**src/rtl/add8_rr_arbiter.sv**
```systemverilog
// add8_rr_arbiter: round-robin arbiter plus two-stage pipeline in front of a
// shared combinational 8-bit adder core.
//
// Ports:
//   clk, rst        single clock, synchronous active-high reset
//   req_valid/_a/_b per-requester operand handshake, operands packed 8 bits each
//   req_ready       one-hot grant (zero when the operand stage cannot take)
//   add_a/add_b     registered operands to the shared core
//   add_o           combinational {carry, sum} from the core
//   res_valid/_sum/_id/_ready  tagged result handshake
//   busy            any operation in flight
//   op_cnt          wrapping count of accepted operations
module add8_rr_arbiter #(
   parameter int unsigned N_REQ = 4,
   parameter int unsigned ID_W  = 2
) (
   input  logic               clk,
   input  logic               rst,
   input  logic [N_REQ-1:0]   req_valid,
   input  logic [8*N_REQ-1:0] req_a,
   input  logic [8*N_REQ-1:0] req_b,
   output logic [N_REQ-1:0]   req_ready,
   output logic [7:0]         add_a,
   output logic [7:0]         add_b,
   input  logic [8:0]         add_o,
   output logic               res_valid,
   output logic [8:0]         res_sum,
   output logic [ID_W-1:0]    res_id,
   input  logic               res_ready,
   output logic               busy,
   output logic [15:0]        op_cnt
);

   // Operand stage (S1)
   logic [7:0]      op_a_q, op_a_d;
   logic [7:0]      op_b_q, op_b_d;
   logic [ID_W-1:0] op_id_q, op_id_d;
   logic            s1_valid_q, s1_valid_d;
   // Result stage (S2)
   logic [8:0]      res_sum_q, res_sum_d;
   logic [ID_W-1:0] res_id_q, res_id_d;
   logic            res_valid_q, res_valid_d;
   // Arbitration pointer (last accepted requester) and op counter
   logic [ID_W-1:0] ptr_q, ptr_d;
   logic [15:0]     op_cnt_q, op_cnt_d;

   logic            s2_free;
   logic            adv;
   logic            s1_take;
   logic            found;
   logic [ID_W-1:0] grant_id;
   int unsigned     idx;

   assign s2_free = !res_valid_q || res_ready;
   assign adv     = s1_valid_q && s2_free;
   assign s1_take = !s1_valid_q || adv;

   // Search ptr+1, ptr+2, ... modulo N_REQ; first valid requester wins.
   always_comb begin
      found    = 1'b0;
      grant_id = '0;
      idx      = 0;
      if (s1_take && !rst) begin
         for (int unsigned k = 1; k <= N_REQ; k++) begin
            idx = (32'(ptr_q) + k) % N_REQ;
            if (!found && req_valid[idx]) begin
               found    = 1'b1;
               grant_id = idx[ID_W-1:0];
            end
         end
      end
   end

   assign req_ready = found ? (N_REQ'(1) << grant_id) : '0;

   always_comb begin
      op_a_d      = op_a_q;
      op_b_d      = op_b_q;
      op_id_d     = op_id_q;
      s1_valid_d  = s1_valid_q;
      res_sum_d   = res_sum_q;
      res_id_d    = res_id_q;
      res_valid_d = res_valid_q;
      ptr_d       = ptr_q;
      op_cnt_d    = op_cnt_q;

      // S2 takes the old S1 contents on the same edge S1 may reload.
      if (adv) begin
         res_sum_d   = add_o;
         res_id_d    = op_id_q;
         res_valid_d = 1'b1;
      end else if (s2_free) begin
         res_valid_d = 1'b0;
      end

      if (s1_take) begin
         s1_valid_d = found;
         if (found) begin
            op_a_d   = req_a[8*grant_id +: 8];
            op_b_d   = req_b[8*grant_id +: 8];
            op_id_d  = grant_id;
            ptr_d    = grant_id;
            op_cnt_d = op_cnt_q + 16'd1;
         end
      end
   end

   always_ff @(posedge clk) begin
      if (rst) begin
         op_a_q      <= '0;
         op_b_q      <= '0;
         op_id_q     <= '0;
         s1_valid_q  <= 1'b0;
         res_sum_q   <= '0;
         res_id_q    <= '0;
         res_valid_q <= 1'b0;
         ptr_q       <= ID_W'(N_REQ - 1);
         op_cnt_q    <= '0;
      end else begin
         op_a_q      <= op_a_d;
         op_b_q      <= op_b_d;
         op_id_q     <= op_id_d;
         s1_valid_q  <= s1_valid_d;
         res_sum_q   <= res_sum_d;
         res_id_q    <= res_id_d;
         res_valid_q <= res_valid_d;
         ptr_q       <= ptr_d;
         op_cnt_q    <= op_cnt_d;
      end
   end

   assign add_a     = op_a_q;
   assign add_b     = op_b_q;
   assign res_valid = res_valid_q;
   assign res_sum   = res_sum_q;
   assign res_id    = res_id_q;
   assign busy      = s1_valid_q || res_valid_q;
   assign op_cnt    = op_cnt_q;

endmodule

```
**config.mk**
```make
export PLATFORM = sky130hd
export DESIGN_NAME = add8_rr_arbiter
export DESIGN_NICKNAME = d
export VERILOG_FILES = /design/src/rtl/add8_rr_arbiter.sv
export SDC_FILE = /design/constraint.sdc
export NUM_CORES = 1
export LEC_CHECK = 0
export ABC_CLOCK_PERIOD_IN_PS = 9100
export CAP_MARGIN = 20
export CORE_MARGIN = 1.5
export CORE_UTILIZATION = 40
export CTS_CLUSTER_DIAMETER = 200
export DETAILED_ROUTE_END_ITERATION = 10
export GPL_TIMING_DRIVEN = 0
export PLACE_DENSITY = 0.83
export SYNTH_ARGS = -nofsm -noshare
export SYNTH_HDL_FRONTEND = slang
export SYNTH_SLANG_ARGS = --single-unit
```
**constraint.sdc**
```tcl
create_clock -name clk -period 9.1 [get_ports clk]
set_input_delay 2.73 -clock clk [delete_from_list [all_inputs] [get_ports clk]]
set_output_delay 2.73 -clock clk [all_outputs]
set_load 0.02 [all_outputs]
```
# Word-level counts from Yosys, hierarchy flattened
# Index checks and enable logic that the tools add are counted.
# op_classes
add_sub_neg,5
mul,0
div,0
order_cmp,4
n_eq_ne,0
shift,3
muxes,24
n_bitwise,0
n_reduce_logical,16
# ops
cell,n
$shiftx A32 B6 Y8,2
$add A16 B1 Y16 const B,1
$mux W1,14
$lt A2 B3 Y1 const B,4
$mux W2,5
$bmux W1 S2,4
$logic_not A1 Y1,6
$logic_and A1 B1 Y1,5
$add A2 B1 Y2 const B,2
$add A2 B2 Y2 const B,2
$mux W4,1
$shl A1 B2 Y4 const A,1
$logic_or A1 B1 Y1,3
$reduce_and A2 Y1,1
$reduce_bool A2 Y1,1
# word_totals
register_bits,49
latchBits,0
ram_bits,0
romBits,0
inputBits,80
output_inout_bits,49
word_cells,61
mem_count,0

# Depth between registers and ports, before layout
# Gate-level depths: netlist (run 1).
# logic_depth
ltp_word,20
ltp_mapped,6
depth_no_buf,5

# Worst setup path before layout (run 1)
# OpenSTA, ideal clock, no wires.
# synth_timing
path_type,input -> output
startpoint,in req_valid[0]
endpoint,out req_ready[1]
arrival_ns,4.243
required_time_ns,6.370
path_slack_ns,2.127
cell_stages,5
path_buffers,1
cell_sequence,nand2b_1 -> a21boi_1 -> nor3_1 -> buf_2 -> nor4_1
# synth_between
elab_chain_len,18
word_cells_on_any_way,29
cone_classes,1 x shift; 22 x mux; 6 x reduce/logical
# synth_lines
element,line,source
"start, declared",19,"input logic [N_REQ-1:0] req_valid,"
$bmux W1 S2,66,if (!found && req_valid[idx]) begin
$mux W1 (not written as such),66,
$mux W1,66,
$mux W1,63,if (s1_take && !rst) begin
$logic_not A1 Y1,66,
$logic_and A1 B1 Y1,66,
$mux W1,66,
$mux W1,63,
(+2 left out),-,
$mux W1,66,
$mux W1,63,
$logic_not A1 Y1,66,
$logic_and A1 B1 Y1,66,
$mux W2,66,
$mux W2,63,
$shl A1 B2 Y4,74,assign req_ready = found ? (N_REQ'(1) << grant_id) : '0;
$mux W4 (*),74,
"end, declared",22,"output logic [N_REQ-1:0] req_ready,"
# Every way passes the cells marked *; elsewhere a longest branch is shown, timed or not. The select of a mux whose other input is x is not followed.

# Worst setup path in the final report (run 1)
# layout_timing
startpoint,in req_valid[1]
endpoint,out req_ready[2]
# Same word-level chain as after synthesis.

==> results of run 1 <==
-- final timing paths --
check                                   from           end  slack, ns  cells past startpoint
worst max-delay path            req_valid[1]  req_ready[2]       1.11                      7
worst min-delay path              op_id_q[1]    op_id_q[1]       0.45                      2
worst min register to register    op_id_q[1]    op_id_q[1]       0.45                      2
worst max register to register     res_valid      add_a[4]       6.96                      6
-- sequential cells by signal (all words and copies together) (netlist names) --
name and count:
ptr_q 2, res_valid 1, op_id_q 2, op_cnt 16, add_b 8, add_a 8
res_id 2, s1_valid_q 1, res_sum 9
-- synth_stat cells, types with 6 or more instances --
cell and n:
a21oi_1 6, a221o_1 10, dfxtp_1 49, xnor2_1 9, inv_1 8, nand3_1 10
nor3_1 6, mux2i_1 31, nand2_1 11, clkbuf_1 6, o2bb2ai_1 10, nor2_1 29
-- logic make-up (layout without fill, tap and decap cells) --
| logic type | count (synthesis) | after routing | share of synthesized area |
|---|---|---|---|
| compound gates | 47 | 47 | 0.157 |
| xor+xnor | 11 | 11 | 0.0393 |
| fa+ha+maj | 1 | 1 | 0.00511 |
| buf+inv | 22 | 158 | 0.0496 |
| flops | 49 | 49 | 0.401 |
| mux | 37 | 37 | 0.156 |
| simple gates | 87 | 87 | 0.193 |
-- routing by layer --
layer  GRT usage  part of all wire  up-vias
li1            -                 -     1193
met1       0.232              0.41     1128
met2       0.388              0.51      104
met3      0.0584             0.079        7
met4      0.0310            0.0051        0
met5           0                 0        -
-- placed cells by master, fill, tap and decap left out, types with 6 or more instances in the layout --
cell type	Yosys	layout
a21oi_1	6	6
a221o_1	10	10
clkbuf_1	6	6
clkdlybuf4s50_1	0	128
dfxtp_1	49	49
inv_1	8	8
mux2i_1	31	31
nand2_1	11	11
nand3_1	10	10
nor2_1	29	29
nor3_1	6	6
o2bb2ai_1	10	10
xnor2_1	9	9
-- per-stage QoR --
stage | area, um2 | instances | hold WS (ns) | power (mW)
floorplan | 2450 | 254 | 0.422 | 0.371
global placement | 3820 | 457 | 0.434 | 0.469
detailed placement | 3820 | 457 | 0.439 | 0.472
CTS | 3910 | 465 | 0.453 | 0.605
global route | 3910 | 465 | 0.488 | 0.628
finish | 3910 | 465 | 0.449 | 0.599
-- worst max-delay path: stages --
cell	delay, ns
clkdlybuf4s50_1	0.50
o21a_1	0.24
a211oi_4	0.54
nand3_2	0.22
nor4_4	0.21
buf_6	0.19
clkdlybuf4s50_1	0.62
-- power groups by stage --
stage,clock (mW),combinational [mW],sequential [mW]
6_report,0.132,0.213,0.254
5_1_grt,0.143,0.227,0.257
4_1_cts,0.136,0.215,0.254
3_5_place_dp,0,0.214,0.258
3_3_place_gp,0,0.211,0.257
2_1_floorplan,0,0.0900,0.281
-- area by class of cell --
type | count | area share
clock buffer | 5 | 0.0176
inverter | 8 | 0.00767
timing repair buffer | 128 | 0.327
sequential | 49 | 0.251
clock inverter | 3 | 0.00543
multi-input combinational | 183 | 0.344
tap | 75 | 0.0240
buffer | 14 | 0.0233
==> flow_summary.toml, run 1 <==
[power_and_ir_drop]
p_sw_mw = 0.190
p_sw_frac = 0.318
power.internal_mw = 0.408
ir_drop_uv = 75.7
p_per_area_nw_per_um2 = 153
combPwrFrac = 0.355
power_frac_seq = 0.423
cellLeakagePower_nw = 1.49
clockPowerShare = 0.221

[detailed_routing]
drt-pass1-iter-count = 4
wl_per_cell_um = 14.4
wirelength_um = 6710
initialDrtViolationCount = 73
vias = 2432
drc = 0
detail-route-antenna-nets = 0
drt-vias-per-instance = 5.23

[synth]
syn_inst = 254
yosys.area.top_type = "dfxtp_1"
synthArstFlopShare = 0
synthFlopType = "dfxtp_1"
synth.cell_area_um2 = 2450
yosysTopAreaCellShare = 0.401
synth_nets = 335
syn_area_per_cell_um2 = 9.64
ys_types = 47
synth-edff-count = 0
ys_seq_area_frac = 0.401
yosysWarnings = 0
ys_ff_latch = 49
synth_area_leaders = "dfxtp_1 40%, mux2i_1 13%, nor2_1 4.4%, a221o_1 4.1%, o2bb2ai_1 3.6%"

[cells_and_area]
fill_cells = 518
area_delta_synth_final_pct = 59.8
regArea_um2 = 981
nets = 470
drive_gt1_frac = 0.0949
utilization = 0.661
multiInputGateArea_um2 = 1350
n_antenna_cell = 0

[sta]
maxSlewHeadroom = 0.435
setup_viol = 0
finClkSkew_ns = 0.00466
slew_viol_final = 0
final.min_clock_period_ns = 7.99
layout_setup_ws_ns = 1.11
worstMarginPinSlew_ns = 0.843
max_freq_mhz = 125
hold_viol = 0
finalSetupTns_ns = 0
min_period_over_period = 0.878
rsz0062_at_grt = "no"

[grt]
grt_pass1_vias = 2313
grt_pass1_wl_um = 10600
antenna_found_initial = 0
grt_overflow_total = 0
track_usage = 0.206
grt_max_degree = 17

[die]
die_h_um = 81.2
die_area_um2 = 6600
io_pins = 129
start_util = 0.414
fp-row-count = 28
core_um2 = 5920
die_w_um = 81.2

[run]
maxCapViolations = 0

[worst_setup_path]
critPathArrivalTime_ns = 5.26
cp_max_fo = 10
worst_setup_path_end_kind = "primary output"
critPathKind = "primary input to primary output"
crit_required_ns = 6.37
crit_path_start_kind = "primary input"

[clocking]
cts_tree = "built"
clkLatencyLatePin_ns = 0.31
cts_resized = 0
cts_setup_buffers = 0
path_clk_slew_ns = 0.10
root_buffer = "clkbuf_8"
cts_buffers = 5
clock-sinks = 49
cts-htree-levels = 2
hold_buffers = 0
cts_buffer_depth = 2

[placement]
dp_slack_ns = 1.10
gp_congestion = 0.770
portBuffers = 128
hpwl_um = 5270

[status]
outcome = "complete, no violations"

[hold_path]
hp-class = "flip-flop to flip-flop"
No activity file was read; power rests on OpenSTA's default activity.
==> run 2: changes to the inputs <==
- MAX_ROUTING_LAYER: unset -> met4
==> run 2 against run 1 <==
Against the previous run: cell area unchanged; sequential share of layout area did not move; global-route usage up 0.60 points; highest routed layer unchanged; die area unchanged; worst hold slack is essentially flat; routed wire length rose by 0.13%; power hardly changed; via count about the same; first-iteration DRC count grew 14%.
==> flow_summary.toml, run 2 (synthesis gave the netlist of run 1 again) <==
[status]
outcome = "complete, no violations"

[grt]
grt_pass1_wl_um = 10600
antenna_found_initial = 0
grt_pass1_vias = 2317
grt_overflow_total = 0
grt.met3_usage = 0.0506
track_usage = 0.212
top_usage_layer = "met2"
grt_max_degree = 17
grt.met2_usage = 0.388
grtUsageMet1 = 0.237

[detailed_routing]
initialDrtViolationCount = 83
vias = 2431
drt-pass1-iter-count = 4
detail-route-antenna-nets = 0
wirelength_um = 6720
drc = 0
wl_per_cell_um = 14.4
drt-vias-per-instance = 5.23

[clocking]
cts_buffers = 5
cts_resized = 0
clkLatencyLatePin_ns = 0.31
cts_setup_buffers = 0
cts_buffer_depth = 2
clock-sinks = 49
cts-htree-levels = 2
root_buffer = "clkbuf_8"
path_clk_slew_ns = 0.09
hold_buffers = 0
cts_tree = "built"

[worst_setup_path]
critPathBufInv = 3
crit_path_start_kind = "primary input"
critPathArrivalTime_ns = 5.27
crit_path_top_delay_cell = "clkdlybuf4s50_1"
cp_common_cell = "clkdlybuf4s50_1"
critPathKind = "primary input to primary output"
slowest_delay_ns = 0.62
crit_required_ns = 6.37
worst_setup_path_end_kind = "primary output"
cp_max_fo = 10
timing.critical_path.max_delay_family = "buffers and inverters"
crit_path_cell_trace = "clkdlybuf4s50_1 -> o21a_1 -> a211oi_4 -> nand3_2 -> nor4_4 -> buf_6 -> clkdlybuf4s50_1"

[cells_and_area]
area_delta_synth_final_pct = 59.8
stdcell_count = 465
fin_area_um2 = 3910
n_antenna_cell = 0
nets = 470
utilization = 0.661
largest_register_ffs = 16
final_common_cell = "clkdlybuf4s50_1"
drive_gt1_frac = 0.0949
final_cell_mix = "128 x clkdlybuf4s50_1, 49 x dfxtp_1, 31 x mux2i_1"

[sta]
setup_viol = 0
rsz0062_at_grt = "no"
finClkSkew_ns = 0.00497
max_freq_mhz = 125
worstMarginPinSlew_ns = 0.857
min_period_over_period = 0.879
slew_viol_final = 0
whs_ns = 0.449
final.min_clock_period_ns = 8.00
maxSlewHeadroom = 0.426
finalSetupTns_ns = 0
hold_viol = 0

[placement]
portBuffers = 128
hpwl_um = 5270
gp_congestion = 0.780
post-place-cells = 457
place_area_um2 = 3820

[die]
fp-row-count = 28
die_h_um = 81.2
core_um2 = 5920
die_area_um2 = 6600
start_util = 0.414
io_pins = 129
die_w_um = 81.2

[power_and_ir_drop]
cellLeakagePower_nw = 1.49
ir_drop_uv = 75.6
p_per_area_nw_per_um2 = 153

[run]
maxCapViolations = 0

[hold_path]
hp-class = "flip-flop to flip-flop"
==> run 2: cell counts in the layout (fill, tap and decap cells not counted) <==
No cell type changed its count.
==> run 2: where the power goes <==
group | internal [mW] | total, mW | leakage (nW) | switching, mW
clock | 0.0547 | 0.132 | 0.0445 | 0.0775
combinational | 0.115 | 0.213 | 1.04 | 0.0974
sequential | 0.238 | 0.254 | 0.404 | 0.0154
total | 0.408 | 0.599 | 1.49 | 0.190
==> run 2: final timing paths <==
kind              depth (start not counted)      endpoint  slack (ns)         start
setup / recovery                          7  req_ready[2]        1.10  req_valid[1]
hold / removal                            2    op_id_q[1]        0.45    op_id_q[1]
setup reg to reg                          6      add_a[4]        6.97     res_valid
hold reg to reg                           2    op_id_q[1]        0.45    op_id_q[1]
==> run 2: final cells by class <==
type                            instances  area [um2]
Fill cell                             518        2010
Multi-Input combinational cell        183        1350
Timing Repair Buffer                  128        1280
Sequential cell                        49         981
Tap cell                               75        93.8
Buffer                                 14        91.3
Clock buffer                            5        68.8
Inverter                                8        30.0
Clock inverter                          3        21.3
==> run 2: worst min-delay path: stages, from the launching register on <==
cell and delay (ns):
dfxtp_1 0.32, nand2_1 0.05, nand2_1 0.04
==> run 2: routing by layer <==
| layer | routed length [um] | up-vias |
|---|---|---|
| li1 | - | 1194 |
| met1 | 2790 | 1121 |
| met2 | 3390 | 110 |
| met3 | 500 | 6 |
| met4 | 34 | 0 |
| met5 | 0 | - |
==> run 2: per-stage QoR <==
step | total power [mW] | worst slack (ns)
3_3_place_gp | 0.469 | 1.11
5_1_grt | 0.628 | 0.966
3_5_place_dp | 0.472 | 1.10
6_report | 0.599 | 1.10
2_1_floorplan | 0.371 | 2.13
4_1_cts | 0.605 | 1.09
